[config.mk]
export PLATFORM = sky130hd
export DESIGN_NAME = sys_reset_ctrl_flat
export DESIGN_NICKNAME = d
export VERILOG_FILES = /design/src/rtl/sys_reset_ctrl_if.sv /design/src/rtl/sys_reset_ctrl.sv /design/src/flat_wrapper.sv
export SDC_FILE = /design/constraint.sdc
export NUM_CORES = 1
export LEC_CHECK = 0
export CORE_UTILIZATION = 44
export DETAILED_ROUTE_END_ITERATION = 8
export PLACE_DENSITY = 0.66
export SYNTH_ARGS = -nofsm -noshare
export SYNTH_HDL_FRONTEND = slang
export SYNTH_SLANG_ARGS = --single-unit
[constraint.sdc]
create_clock -name CLK -period 2.9 [get_ports CLK]
set_input_delay 0.87 -clock CLK [delete_from_list [all_inputs] [get_ports CLK]]
set_output_delay 0.87 -clock CLK [all_outputs]
set_load 0.05 [all_outputs]
[src/rtl/sys_reset_ctrl_if.sv]
// Reset-request inputs and reset/boot status outputs of sys_reset_ctrl.
// The slave modport is the controller's view; master is the driving side.
interface sys_reset_ctrl_if #(
    parameter int unsigned NUM_SRC = 2
);
    logic               pll_locked;
    logic [NUM_SRC-1:0] src_reset;
    logic [NUM_SRC-1:0] src_mask;
    logic               wdt_kick;
    logic               cause_clr;
    logic               sys_reset_n;
    logic               fetch_enable;
    logic [1:0]         state;
    logic [NUM_SRC+2:0] reset_cause;

    modport master (
        output pll_locked, src_reset, src_mask, wdt_kick, cause_clr,
        input  sys_reset_n, fetch_enable, state, reset_cause
    );

    modport slave (
        input  pll_locked, src_reset, src_mask, wdt_kick, cause_clr,
        output sys_reset_n, fetch_enable, state, reset_cause
    );
endinterface

[src/rtl/sys_reset_ctrl.sv]
// Reset and boot sequencer: merges PLL lock and reset requests into a stretched
// system reset, delays fetch enable, records sticky causes. Watchdog: RSTCTRL_WDT_EN.
module sys_reset_ctrl #(
    parameter int unsigned NUM_SRC     = 2,
    parameter int unsigned SYNC_STAGES = 2,
    parameter int unsigned CNT_W       = 16,
    parameter int unsigned HOLD_CYCLES = 16,
    parameter int unsigned FETCH_DELAY = 8,
    parameter int unsigned WDT_CYCLES  = 1000
) (
    input  logic             CLK,
    input  logic             RESET_N,
    sys_reset_ctrl_if.slave  bus
);
    typedef enum logic [1:0] {
        WAIT_LOCK = 2'd0,
        HOLD      = 2'd1,
        RUN_WAIT  = 2'd2,
        RUN       = 2'd3
    } state_e;

    localparam int unsigned      CW         = NUM_SRC + 3;
    localparam logic [CNT_W-1:0] HOLD_LOAD  = CNT_W'(HOLD_CYCLES - 1);
    localparam logic [CNT_W-1:0] FETCH_LOAD = CNT_W'(FETCH_DELAY - 1);

    state_e                              state_q, state_d;
    logic [CNT_W-1:0]                    cnt_q, cnt_d;
    logic [SYNC_STAGES-1:0]              lock_sync_q, lock_sync_d;
    logic [SYNC_STAGES-1:0][NUM_SRC-1:0] src_sync_q, src_sync_d;
    logic [CW-1:0]                       cause_q, cause_d;
    logic                                sys_reset_n_q, sys_reset_n_d;
    logic                                fetch_enable_q, fetch_enable_d;

    logic               lock_s;
    logic [NUM_SRC-1:0] src_act;
    logic               active;
    logic               wdt_expire;
    logic [CW-1:0]      cause_set;

    assign lock_s  = lock_sync_q[SYNC_STAGES-1];
    assign src_act = src_sync_q[SYNC_STAGES-1] & bus.src_mask;
    assign active  = |src_act;

    always_comb begin
        lock_sync_d   = {lock_sync_q[SYNC_STAGES-2:0], bus.pll_locked};
        src_sync_d    = src_sync_q;
        src_sync_d[0] = bus.src_reset;
        for (int unsigned i = 1; i < SYNC_STAGES; i++) begin
            src_sync_d[i] = src_sync_q[i-1];
        end
    end

`ifdef RSTCTRL_WDT_EN
    localparam logic [CNT_W-1:0] WDT_LOAD = CNT_W'(WDT_CYCLES - 1);

    logic [CNT_W-1:0] wdt_q, wdt_d;

    // A kick on the expiry cycle wins over the timeout.
    assign wdt_expire = (state_q == RUN) && !bus.wdt_kick && (wdt_q == '0);

    always_comb begin
        wdt_d = wdt_q;
        if (state_q == RUN_WAIT && state_d == RUN) begin
            wdt_d = WDT_LOAD;
        end else if (state_q == RUN) begin
            if (bus.wdt_kick) begin
                wdt_d = WDT_LOAD;
            end else if (wdt_q != '0) begin
                wdt_d = wdt_q - 1'b1;
            end
        end
    end

    always_ff @(posedge CLK or negedge RESET_N) begin
        if (!RESET_N) begin
            wdt_q <= '0;
        end else begin
            wdt_q <= wdt_d;
        end
    end
`else
    localparam int unsigned wdt_cycles_unused = WDT_CYCLES;
    logic unused_wdt_kick;

    assign unused_wdt_kick = bus.wdt_kick;
    assign wdt_expire      = 1'b0;
`endif

    always_comb begin
        state_d   = state_q;
        cnt_d     = cnt_q;
        cause_set = '0;
        case (state_q)
            WAIT_LOCK: begin
                if (lock_s) begin
                    state_d = HOLD;
                    cnt_d   = HOLD_LOAD;
                end
            end
            HOLD: begin
                if (!lock_s) begin
                    state_d = WAIT_LOCK;
                end else if (active) begin
                    cnt_d = HOLD_LOAD;
                end else if (cnt_q != '0) begin
                    cnt_d = cnt_q - 1'b1;
                end else begin
                    state_d = RUN_WAIT;
                    cnt_d   = FETCH_LOAD;
                end
            end
            RUN_WAIT, RUN: begin
                // Lock loss outranks sources and watchdog for the next state, but
                // every coincident cause is still recorded.
                if (!lock_s || active || wdt_expire) begin
                    cause_set[1]      = !lock_s;
                    cause_set[2]      = wdt_expire;
                    cause_set[CW-1:3] = src_act;
                    if (!lock_s) begin
                        state_d = WAIT_LOCK;
                    end else begin
                        state_d = HOLD;
                        cnt_d   = HOLD_LOAD;
                    end
                end else if (state_q == RUN_WAIT) begin
                    if (cnt_q == '0) begin
                        state_d = RUN;
                    end else begin
                        cnt_d = cnt_q - 1'b1;
                    end
                end
            end
            default: begin
                state_d = WAIT_LOCK;
            end
        endcase

        sys_reset_n_d  = (state_d == RUN_WAIT) || (state_d == RUN);
        fetch_enable_d = (state_d == RUN);
        cause_d        = (bus.cause_clr ? '0 : cause_q) | cause_set;
    end

    always_ff @(posedge CLK or negedge RESET_N) begin
        if (!RESET_N) begin
            state_q        <= WAIT_LOCK;
            cnt_q          <= '0;
            lock_sync_q    <= '0;
            src_sync_q     <= '0;
            cause_q        <= CW'(1);
            sys_reset_n_q  <= 1'b0;
            fetch_enable_q <= 1'b0;
        end else begin
            state_q        <= state_d;
            cnt_q          <= cnt_d;
            lock_sync_q    <= lock_sync_d;
            src_sync_q     <= src_sync_d;
            cause_q        <= cause_d;
            sys_reset_n_q  <= sys_reset_n_d;
            fetch_enable_q <= fetch_enable_d;
        end
    end

    assign bus.sys_reset_n  = sys_reset_n_q;
    assign bus.fetch_enable = fetch_enable_q;
    assign bus.state        = state_q;
    assign bus.reset_cause  = cause_q;
endmodule

[src/flat_wrapper.sv]
// flat-port wrapper written by rule: the top's interface ports become plain ports
module sys_reset_ctrl_flat 
#(
    parameter int unsigned NUM_SRC     = 2,
    parameter int unsigned SYNC_STAGES = 2,
    parameter int unsigned CNT_W       = 16,
    parameter int unsigned HOLD_CYCLES = 16,
    parameter int unsigned FETCH_DELAY = 8,
    parameter int unsigned WDT_CYCLES  = 1000
)
  (CLK, RESET_N, bus_pll_locked, bus_src_reset, bus_src_mask, bus_wdt_kick, bus_cause_clr, bus_sys_reset_n, bus_fetch_enable, bus_state, bus_reset_cause);
  sys_reset_ctrl_if #(.NUM_SRC(NUM_SRC)) bus_i ();
  input  logic CLK;
  input  logic RESET_N;
  input wire logic [$bits(bus_i.pll_locked)-1:0] bus_pll_locked;
  input wire logic [$bits(bus_i.src_reset)-1:0] bus_src_reset;
  input wire logic [$bits(bus_i.src_mask)-1:0] bus_src_mask;
  input wire logic [$bits(bus_i.wdt_kick)-1:0] bus_wdt_kick;
  input wire logic [$bits(bus_i.cause_clr)-1:0] bus_cause_clr;
  output wire logic [$bits(bus_i.sys_reset_n)-1:0] bus_sys_reset_n;
  output wire logic [$bits(bus_i.fetch_enable)-1:0] bus_fetch_enable;
  output wire logic [$bits(bus_i.state)-1:0] bus_state;
  output wire logic [$bits(bus_i.reset_cause)-1:0] bus_reset_cause;
  assign bus_i.pll_locked = bus_pll_locked;
  assign bus_i.src_reset = bus_src_reset;
  assign bus_i.src_mask = bus_src_mask;
  assign bus_i.wdt_kick = bus_wdt_kick;
  assign bus_i.cause_clr = bus_cause_clr;
  assign bus_sys_reset_n = bus_i.sys_reset_n;
  assign bus_fetch_enable = bus_i.fetch_enable;
  assign bus_state = bus_i.state;
  assign bus_reset_cause = bus_i.reset_cause;
  sys_reset_ctrl #(.NUM_SRC(NUM_SRC), .SYNC_STAGES(SYNC_STAGES), .CNT_W(CNT_W), .HOLD_CYCLES(HOLD_CYCLES), .FETCH_DELAY(FETCH_DELAY), .WDT_CYCLES(WDT_CYCLES)) u_core (.CLK(CLK), .RESET_N(RESET_N), .bus(bus_i));
endmodule
==> summary.md <==
| Metric | Value |
|---|---|
| Status | `finished, final reports clean` |
| Worst Hold End | `u_core.lock_sync_q[1]` |
| Fin. Hold Viols | `0` |
| Max capacitance violation total | `0` |
| GRT met1 Usage | `24.44%` |
| Top Family by Delay on Critical Path | `buffers and inverters` |
| Critical Path AT | `1760 ps` |
| Critical path endpoint category | `output port` |
| Period minus WS final | `2635 ps` |
| Die H | `59.68 um` |
| HPWL Detailed | `2128 um` |
| Mean post-synth cell area | `10.24 um^2` |
| Busiest layer in global routing | `met2` |
| RSZ-0062 raised after global routing | `no` |
| #FFs+latches synth | `30` |
| Share of post-route cells with drive strength above 1 | `11.52%` |
| Synth area leaders | `dfrtp_1, a31oi_1, a21oi_1` |
| Startpoint Class | `flop` |
| Top Ports | `18` |
| Worst skew pair latency | `340 ps` |
| Max_slew headroom | `60.25%` |
| Leading area contributor after synthesis | `dfrtp_1` |
| M2 GR Usage | `31.11%` |
| Cts bufs inserted | `5` |
| # diodes | `0` |
| Reg2reg path depth | `4` |
| Gr usage total | `19.57%` |
| CP max stage cell | `clkdlybuf4s50_1` |
| Share of the synthesized area in the top cell type | `49.57%` |
| Worst Clk Skew | `13.40 ps` |
| Commonest non-fill, non-tap cell in the layout | `dfrtp_1` |
| Die X-Extent | `59.68 um` |
| Hold WC Path Type | `flop to flop` |
| First-pass GRT wire length | `4995 um` |
| IO Port Bufs | `15` |
| Worst slew pin tran | `587.9 ps` |
| CTS root buf | `clkbuf_4` |
| Final setup fails | `0` |
| Vias after detailed routing | `1188` |
| Post CTS Setup Buffer Count | `0` |
| CP bufs+invs | `1` |
| R2r endpoint | `u_core.cnt_q[3]` |
| CTS Sinks | `30` |
| Final ANT Viol Nets | `0` |
| GPL Wtd Cong | `0.8539` |
| Syn Nets | `154` |
| Initial core utilization | `47.18%` |
| Worst-case clock buffer depth | `2` |
| R2R setup slack | `540 ps` |
| Placeable Area | `0.003103 mm^2` |
| Util after Layout | `55.73%` |
| EDFF count, synth | `0` |
| Clk slew on worst S/H paths | `100 ps` |
| Synthesis-to-layout area growth | `18.12%` |
| CP max stage delay | `870 ps` |
| DRT Wirelength | `2997 um` |
| HP Start | `u_core.lock_sync_q[0]` |
| Worst Path Required | `2030 ps` |
| Async set-reset flop share out of synthesis | `100.0%` |
| Post-CTS resize count | `0` |
| Unique cell type count in the Yosys netlist | `41` |
| Crit-path cells | `clkdlybuf4s50_1` |
| Largest net degree at the start of global routing | `31` |
| Critical path class | `flop to output port` |
| Cts hold-fix bufs | `0` |
| Mapped Cells | `143` |
| Final worst path period share | `90.86%` |
| Seq/Total Area, Yosys | `51.37%` |
| Mapped Area | `0.001464 mm^2` |
| Grt met3 use | `6.494%` |
| Post-layout nets | `175` |
| VDD IR max | `0.0002927 V` |
| Setup TNS | `0 ps` |
| Yosys Warn Count | `0` |
| PwrDens | `442.3 mW/mm^2` |
| Initial antenna violation count | `0` |
| Crit-path max FO | `10` |
| Initial drt markers | `38` |
| CTS tree | `done` |
| Most used flip-flop cell after synthesis | `dfrtp_1` |
| Vias in the first global route | `1126` |
| Reg2Reg Launch Point | `u_core.cnt_q[7]` |
| Residual DRC count | `0` |
| Most frequent cells in the layout | `dfrtp_1, clkdlybuf4s50_1, nor2_1` |
| CTS H-Tree Depth | `2` |
| Cells on Worst Hold Path | `0` |
| Die area | `0.003562 mm^2` |
| Slew Limit Fails | `0` |
| Max Clk Rate | `0.3795 GHz` |
| Drt first pass iters | `4` |
| Grt total ovfl | `0` |
| Leakage | `0.7335 nW` |
| WL per Instance | `14.34 um` |
| Std-Cell Rows | `20` |
| Vias per cell | `5.684` |
-- logic make-up after synthesis --
kind of cell | Yosys count | share of synthesized area [%]
simple gates | 47 | 16.75
buf+inv | 13 | 5.128
other cells | 1 | 0.2562
mux | 1 | 0.6838
flops | 30 | 51.37
compound gates | 47 | 22.91
xor+xnor | 2 | 1.197
fa+ha+maj | 2 | 1.709
-- cell usage after synthesis, types with 2 or more instances --
cell type and number:
o211ai_1 2, nand2_1 10, o31ai_1 4, a31oi_1 10
nor4_1 3, xor2_1 2, a32o_1 2, clkbuf_1 4
o21ai_0 2, ha_1 2, buf_6 3, nor2b_1 2
a211oi_1 3, o22a_1 2, a22oi_1 3, inv_1 5
nor3_1 5, nand3_1 5, dfrtp_1 29, nor2_1 13
a21oi_1 12
-- report_power, final --
part            total, W  leakage [nW]  switching (W)  internal, W
sequential      0.000436         0.380     0.00000831     0.000427
clock           0.000264        0.0343       0.000148     0.000116
combinational  0.0000650         0.319      0.0000385    0.0000265
-- layout make-up --
class | instances | area [um^2]
fill | 286 | 1374
sequential | 30 | 752.0
multi-input combinational | 100 | 636.9
timing repair buffer | 22 | 202.7
tap | 44 | 55.05
clock buffer | 6 | 51.30
inverter | 5 | 18.77
clock inverter | 2 | 12.51
-- per-layer routing --
metal / routed length, um / share of wire (%)
met2: 1404 / 47
met1: 1405 / 47
met4: 53 / 1.8
met5: 0 / 0
met3: 134 / 4.5
-- sequential cells by signal, indices dropped and copies added (netlist names) --
| name | cells |
|---|---|
| u_core.src_sync_q | 2 |
| u_core.cnt_q | 16 |
| u_core.src_sync_d | 2 |
| u_core.bus.reset_cause | 4 |
| u_core.lock_sync_q | 2 |
| u_core.bus.state | 2 |
| u_core.bus.fetch_enable | 1 |
| u_core.bus.sys_reset_n | 1 |
-- per-stage QoR --
step	instance area, um^2	total power [W]	hold WS [ps]	cells	worst slack (ps)
floorplan	1464	0.0004777	331.2	143	647.7
global placement	1665	0.0005065	334.8	201	206.6
detailed placement	1665	0.0005091	337.0	201	160.0
CTS	1729	0.0007725	359.3	209	236.6
global route	1729	0.0008012	368.8	209	174.8
finish	1729	0.0007647	355.9	209	265.1
-- worst max-delay path by stage --
stage | startpoint | endpoint | depth (start not counted)
finish | u_core.bus.state[1] | bus_state[1] | 1
global route | u_core.bus.state[1] | bus_state[1] | 1
floorplan | bus_src_mask[0] | u_core.cnt_q[13] | 6
global placement | bus_src_mask[0] | u_core.cnt_q[10] | 6
detailed placement | bus_src_mask[0] | u_core.cnt_q[10] | 6
CTS | u_core.bus.state[1] | bus_state[1] | 1
Power figures use the tool's default switching activity.
